## src/rtl/mem_access_unit_pkg.sv

```systemverilog
// Shared definitions for the load/store unit: memory op encodings, FSM states
// and the request legality check used at accept time.
package mem_access_unit_pkg;

    localparam logic [2:0] MEMOP_B  = 3'b000;
    localparam logic [2:0] MEMOP_H  = 3'b001;
    localparam logic [2:0] MEMOP_W  = 3'b010;
    localparam logic [2:0] MEMOP_BU = 3'b100;
    localparam logic [2:0] MEMOP_HU = 3'b101;

    typedef enum logic [1:0] {
        ST_IDLE = 2'd0,
        ST_RMW  = 2'd1,
        ST_RESP = 2'd2
    } mau_state_e;

    // Unsigned variants only make sense for loads; stores reject them.
    function automatic logic req_is_err(input logic store, input logic [2:0] op,
                                        input logic [1:0] offset);
        logic err;
        err = 1'b0;
        case (op)
            MEMOP_B:  err = 1'b0;
            MEMOP_H:  err = offset[0];
            MEMOP_W:  err = (offset != 2'b00);
            MEMOP_BU: err = store;
            MEMOP_HU: err = store | offset[0];
            default:  err = 1'b1;
        endcase
        return err;
    endfunction

endpackage

```

## src/rtl/mem_access_unit_lane_align.sv

```systemverilog
// Combinational lane handling: extracts/extends load data from a memory word and
// merges sub-word store data into an old word (little-endian lanes).
module mem_lane_align
    import mem_access_unit_pkg::*;
(
    input  logic [31:0] load_word,
    input  logic [1:0]  load_offset,
    input  logic [2:0]  load_op,
    output logic [31:0] load_result,
    input  logic [31:0] store_old,
    input  logic [31:0] store_data,
    input  logic [1:0]  store_offset,
    input  logic [2:0]  store_op,
    output logic [31:0] store_merged
);

    logic [7:0]  load_byte;
    logic [15:0] load_half;

    always_comb begin
        load_byte   = load_word[{load_offset, 3'b000} +: 8];
        load_half   = load_offset[1] ? load_word[31:16] : load_word[15:0];
        load_result = 32'd0;
        case (load_op)
            MEMOP_B:  load_result = {{24{load_byte[7]}}, load_byte};
            MEMOP_BU: load_result = {24'd0, load_byte};
            MEMOP_H:  load_result = {{16{load_half[15]}}, load_half};
            MEMOP_HU: load_result = {16'd0, load_half};
            MEMOP_W:  load_result = load_word;
            default:  load_result = 32'd0;
        endcase
    end

    always_comb begin
        store_merged = store_old;
        case (store_op)
            MEMOP_B: store_merged[{store_offset, 3'b000} +: 8] = store_data[7:0];
            MEMOP_H: begin
                if (store_offset[1]) begin
                    store_merged[31:16] = store_data[15:0];
                end else begin
                    store_merged[15:0] = store_data[15:0];
                end
            end
            MEMOP_W: store_merged = store_data;
            default: store_merged = store_old;
        endcase
    end

endmodule

```

## src/rtl/mem_access_unit.sv

```systemverilog
// Load/store unit between the MEM stage and data_memory: one request at a time,
// sub-word stores done as a read-modify-write, registered response with error flag.
module mem_access_unit
    import mem_access_unit_pkg::*;
#(
    parameter int DM_AW = 10
) (
    input  logic             clk,
    input  logic             rst,
    input  logic             req_valid,
    output logic             req_ready,
    input  logic             req_store,
    input  logic [2:0]       req_op,
    input  logic [31:0]      req_addr,
    input  logic [31:0]      req_wdata,
    output logic             resp_valid,
    input  logic             resp_ready,
    output logic [31:0]      resp_rdata,
    output logic             resp_err,
    output logic [DM_AW-1:0] dm_address,
    output logic             dm_wen,
    output logic [31:0]      dm_write_data,
    input  logic [31:0]      dm_read_data
);

    mau_state_e        state_q, state_d;
    logic [31:0]       resp_rdata_q, resp_rdata_d;
    logic              resp_err_q, resp_err_d;
    logic [DM_AW-1:0]  addr_q, addr_d;
    logic [1:0]        offset_q, offset_d;
    logic [2:0]        op_q, op_d;
    logic [31:0]       wdata_q, wdata_d;
    logic [31:0]       old_q, old_d;

    logic              accept;
    logic              req_err;
    logic [31:0]       load_result;
    logic [31:0]       store_merged;
    logic              unused_addr_bits;

    // Address bits above the data_memory range are dropped, so addresses wrap.
    assign unused_addr_bits = ^req_addr[31:DM_AW+2];

    assign req_ready  = (state_q == ST_IDLE);
    assign resp_valid = (state_q == ST_RESP);
    assign resp_rdata = resp_rdata_q;
    assign resp_err   = resp_err_q;
    assign accept     = req_valid & req_ready;
    assign req_err    = req_is_err(req_store, req_op, req_addr[1:0]);

    mem_lane_align u_lane_align (
        .load_word    (dm_read_data),
        .load_offset  (req_addr[1:0]),
        .load_op      (req_op),
        .load_result  (load_result),
        .store_old    (old_q),
        .store_data   (wdata_q),
        .store_offset (offset_q),
        .store_op     (op_q),
        .store_merged (store_merged)
    );

    always_comb begin
        state_d       = state_q;
        resp_rdata_d  = resp_rdata_q;
        resp_err_d    = resp_err_q;
        addr_d        = addr_q;
        offset_d      = offset_q;
        op_d          = op_q;
        wdata_d       = wdata_q;
        old_d         = old_q;
        dm_address    = addr_q;
        dm_wen        = 1'b0;
        dm_write_data = req_wdata;

        case (state_q)
            ST_IDLE: begin
                dm_address = req_addr[DM_AW+1:2];
                if (accept) begin
                    state_d      = ST_RESP;
                    resp_err_d   = req_err;
                    resp_rdata_d = 32'd0;
                    addr_d       = req_addr[DM_AW+1:2];
                    offset_d     = req_addr[1:0];
                    op_d         = req_op;
                    wdata_d      = req_wdata;
                    old_d        = dm_read_data;
                    if (!req_err) begin
                        if (!req_store) begin
                            resp_rdata_d = load_result;
                        end else if (req_op == MEMOP_W) begin
                            dm_wen = 1'b1;
                        end else begin
                            state_d = ST_RMW;
                        end
                    end
                end
            end
            ST_RMW: begin
                dm_wen        = 1'b1;
                dm_write_data = store_merged;
                state_d       = ST_RESP;
            end
            ST_RESP: begin
                if (resp_ready) begin
                    state_d = ST_IDLE;
                end
            end
            default: state_d = ST_IDLE;
        endcase

        // A reset in the RMW cycle must abandon the pending write.
        if (rst) begin
            dm_wen = 1'b0;
        end
    end

    always_ff @(posedge clk) begin
        if (rst) begin
            state_q      <= ST_IDLE;
            resp_rdata_q <= 32'd0;
            resp_err_q   <= 1'b0;
            addr_q       <= '0;
            offset_q     <= 2'd0;
            op_q         <= 3'd0;
            wdata_q      <= 32'd0;
            old_q        <= 32'd0;
        end else begin
            state_q      <= state_d;
            resp_rdata_q <= resp_rdata_d;
            resp_err_q   <= resp_err_d;
            addr_q       <= addr_d;
            offset_q     <= offset_d;
            op_q         <= op_d;
            wdata_q      <= wdata_d;
            old_q        <= old_d;
        end
    end

endmodule

```

## config.mk

```make
export PLATFORM = sky130hd
export DESIGN_NAME = mem_access_unit
export DESIGN_NICKNAME = d
export VERILOG_FILES = /design/src/rtl/mem_access_unit_pkg.sv /design/src/rtl/mem_access_unit_lane_align.sv /design/src/rtl/mem_access_unit.sv
export SDC_FILE = /design/constraint.sdc
export NUM_CORES = 1
export LEC_CHECK = 0
export BUFFER_PORTS_ARGS = -buffer_cell sky130_fd_sc_hd__buf_2
export CORE_MARGIN = 8
export CORE_UTILIZATION = 51
export DETAILED_ROUTE_END_ITERATION = 12
export PLACE_DENSITY = 0.76
export SYNTH_ARGS = -nofsm -noshare
export SYNTH_HDL_FRONTEND = slang
export SYNTH_SLANG_ARGS = --single-unit
```

## constraint.sdc

```tcl
create_clock -name clk -period 2.28 [get_ports clk]
set_input_delay 0.114 -clock clk [delete_from_list [all_inputs] [get_ports clk]]
set_output_delay 0.114 -clock clk [all_outputs]
set_load 0.005 [all_outputs]
```

==> flow_summary.toml <==
[run_status]
status = "finished, violations left"
violations = "negative setup slack"

[floorplan]
die_w_um = 122
dieArea_um2 = 14800
start_util_pct = 52.3
io_pins = 182
die_h_um = 122
core_area_um2 = 10900
rows = 38

[timing]
worst_slack_ns = -0.105
period_share_pct = 105
final-setup-viol-count = 23
maxSlewViolCount = 0
grt_setup_unrepaired = "true"
finalClockSkew_ns = 0.00844
tightest_slew_ns = 0.877
hold_viol = 0
max-slew-margin-rel_pct = 41.5
fmax_mhz = 419
timing.setup.tns_ns = -0.917
min_period_ns = 2.38

[logic_synthesis]
ys_types = 50
synthMuxAreaShare_pct = 5.91
ys.flop_type = "dfxtp_1"
netlist_area_um2 = 5690
synth_top_family_by_area = "compound AO/OA/AOI/OAI gates"
syn_inst = 695
synth_compound_area_share_pct = 27.4
postSynthAreaPerCell_um2 = 8.19
synth_xor_area_share_pct = 0
seq_area_frac_synth_pct = 40.1
synth-adder-area-share_pct = 1.10
syn_nets = 804
ys_async_sr_fraction_pct = 0
synthSimpleGateAreaFrac_pct = 20.5
synth_edf_count = 0
synth_seq_cells = 114
ys_warn_count = 0

[finish]
final_nets = 1035
regArea_um2 = 2290
drive_above_1_share_pct = 32.3
diodes = 0
syn2layout_area_growth_pct = 46.0
fillers = 723
multi_input_area_um2 = 3330
utilization_pct = 76.3

[critical_path]
slowest_delay_ns = 0.43
cpLargestDelayFamily = "compound AO/OA/AOI/OAI gates"
ff2ff_setup_slack_ns = 0.46
setup.worst_path.start_class = "flip-flop"
crit_path_top_delay_cell = "a211o_2"
worstSetupPathType = "flip-flop to output pin"
critPathMaxFanout = 8
worstPathRequired_ns = 2.17
path_cells = "buf_6 -> ha_1 -> nor3_1 -> a211o_2 -> a221oi_2 -> a21oi_2 -> buf_2"
cp_num_buf_inv = 2
arrival_ns = 2.27
crit_path_end_kind = "output pin"

[power_and_ir_drop]
leakagePower_nw = 3.46
power_density_nw_per_um2 = 720
ir_worst_vdd_v = 0.000611
power_mw = 5.98

[clock_tree]
clkSinkCount = 114
clockBufferDepth = 2
cts_max_level = 4
cts_tree = "yes"
numCtsBuffers = 17
cts_root_buffer = "clkbuf_8"
insertion_delay_ns = 0.53
cts.clk_slew.worst_paths_ns = 0.06

[routing]
drc = 0
wl_per_cell_um = 20.3
first_pass_iters = 5
viasPerCell = 6.11
first_iter_violations = 804
ant_nets = 0
vias = 6596
wirelength_mm = 21.9

[grt]
grt_max_degree = 84
grt-ovfl-total = 0
grt_pass1_wl_mm = 33.8
grt_usage_pct = 28.3
antenna_found_initial = 0
first_global_vias = 6622

[placed_design]
numPortBuffers = 161
gp_routability_congestion = 0.887
dp_hpwl_mm = 13.5

[job]
max-cap-violations = 0

[worst_hold_path]
hold_path.class = "input pin to flip-flop"
[cell type report]
| type | count | area share [%] |
|---|---|---|
| Tap cell | 140 | 2.11 |
| Inverter | 6 | 0.271 |
| Clock inverter | 12 | 2.14 |
| Sequential cell | 114 | 27.5 |
| Timing Repair Buffer | 271 | 22.5 |
| Multi-Input combinational cell | 516 | 40.1 |
| Clock buffer | 20 | 5.36 |
[final timing paths]
path | end | depth (start not counted) | startpoint
worst min-delay path | resp_rdata[28]$_SDFFE_PP0P_ | 4 | rst
worst max-delay path | dm_write_data[21] | 7 | offset_q[1]$_SDFFE_PP0P_
worst max register to register | wdata_q[4]$_SDFFE_PP0P_ | 5 | state_q[0]$_SDFFE_PP0P_
worst min register to register | addr_q[6]$_SDFFE_PP0P_ | 2 | addr_q[6]$_SDFFE_PP0P_
[cell usage in the layout (no fill, tap or decap), types with 3 or more instances in the layout]
cell and n:
buf_6 6, a221oi_2 12, a221oi_1 11, and2_1 8, nor2_1 21, o2bb2ai_1 32, a222oi_1 6, clkbuf_8 3
nor3_1 4, nor4_4 3, nor2b_1 11, a22oi_1 18, a221o_1 16, bufinv_16 4, a21oi_2 7, inv_1 4
clkinvlp_4 4, mux2_2 26, buf_2 161, clkbuf_16 16, nand2_1 186, buf_4 20, nor2_2 4, nand2b_1 4
dfxtp_1 111, nand3_1 3, a31oi_1 7, dlygate4sd3_1 82, a22o_1 8, nand2_2 7, a21oi_1 85
[logic make-up (layout without fill, tap and decap cells)]
family | Yosys count | after routing
flip-flops | 114 | 114
adder cells (fa/ha/maj) | 5 | 5
AND/OR/NAND/NOR | 265 | 265
AO/OA/AOI/OAI | 217 | 217
buffers and inverters | 65 | 309
multiplexers | 29 | 29
[tightest hold or removal path, delay by kind of cell]
kind                   cells  cell delay [ns]
buffers and inverters      2             0.34
AO/OA/AOI/OAI              1             0.15
AND/OR/NAND/NOR            1             0.04
[what timing repair did]
item / CTS / global route
endpoints found under the setup margin: 32 / 32
buffers inserted: 7 / 3
hold buffers: 82 / 0
resized for setup: 32 / 24
hold endpoints to repair: 113 / 0
pin swaps: 25 / 17
[through the flow]
step                area, um2  worst slack (ns)  hold slack, ns  cells
finish                   8310            -0.105           0.163   1079
global route             8310            -0.156           0.185   1079
CTS                      8170           -0.0510           0.157   1076
detailed placement       6570             0.280           0.372    955
global placement         6570             0.316           0.364    955
floorplan                5690             0.455           0.250    695
[registers in the layout, indices dropped and copies added (netlist names)]
name	flops
old_q	32
resp_rdata	32
wdata_q	32
addr_q	10
op_q	3
offset_q	2
state_q	2
resp_err	1
[power breakdown]
part	switching (mW)	internal (mW)	total, mW
Combinational	0.525	0.445	0.970
Clock	0.992	1.84	2.83
Sequential	0.0938	2.09	2.19
Total	1.61	4.37	5.98
[Yosys cell counts (all sizes together), types with 2 or more instances]
library cell / n / area, um2
dfxtp: 114 / 2280
o2bb2ai: 32 / 280
a21oi: 92 / 460
and2: 9 / 56.3
a211oi: 3 / 27.5
buf: 14 / 92.6
o21a: 2 / 15.0
nor3: 4 / 20.0
nor2: 25 / 96.4
o21bai: 2 / 15.0
clkbuf: 45 / 169
a22oi: 18 / 135
a221o: 16 / 160
nand2: 193 / 724
a221oi: 23 / 201
nand3: 3 / 15.0
nor3b: 2 / 25.0
inv: 6 / 22.5
nand2b: 6 / 37.5
nor2b: 12 / 75.1
nor4: 3 / 48.8
ha: 5 / 62.6
a22o: 8 / 70.1
mux2: 27 / 304
a222oi: 6 / 60.1
a31oi: 7 / 43.8
[routing by layer]
| layer | GRT usage (%) | part of all wire [%] |
|---|---|---|
| met5 | 0 | 0 |
| met4 | 13.4 | 3.6 |
| met3 | 8.42 | 11 |
| met2 | 45.6 | 47 |
| met1 | 34.2 | 38 |
Power figures use the tool's default switching activity.
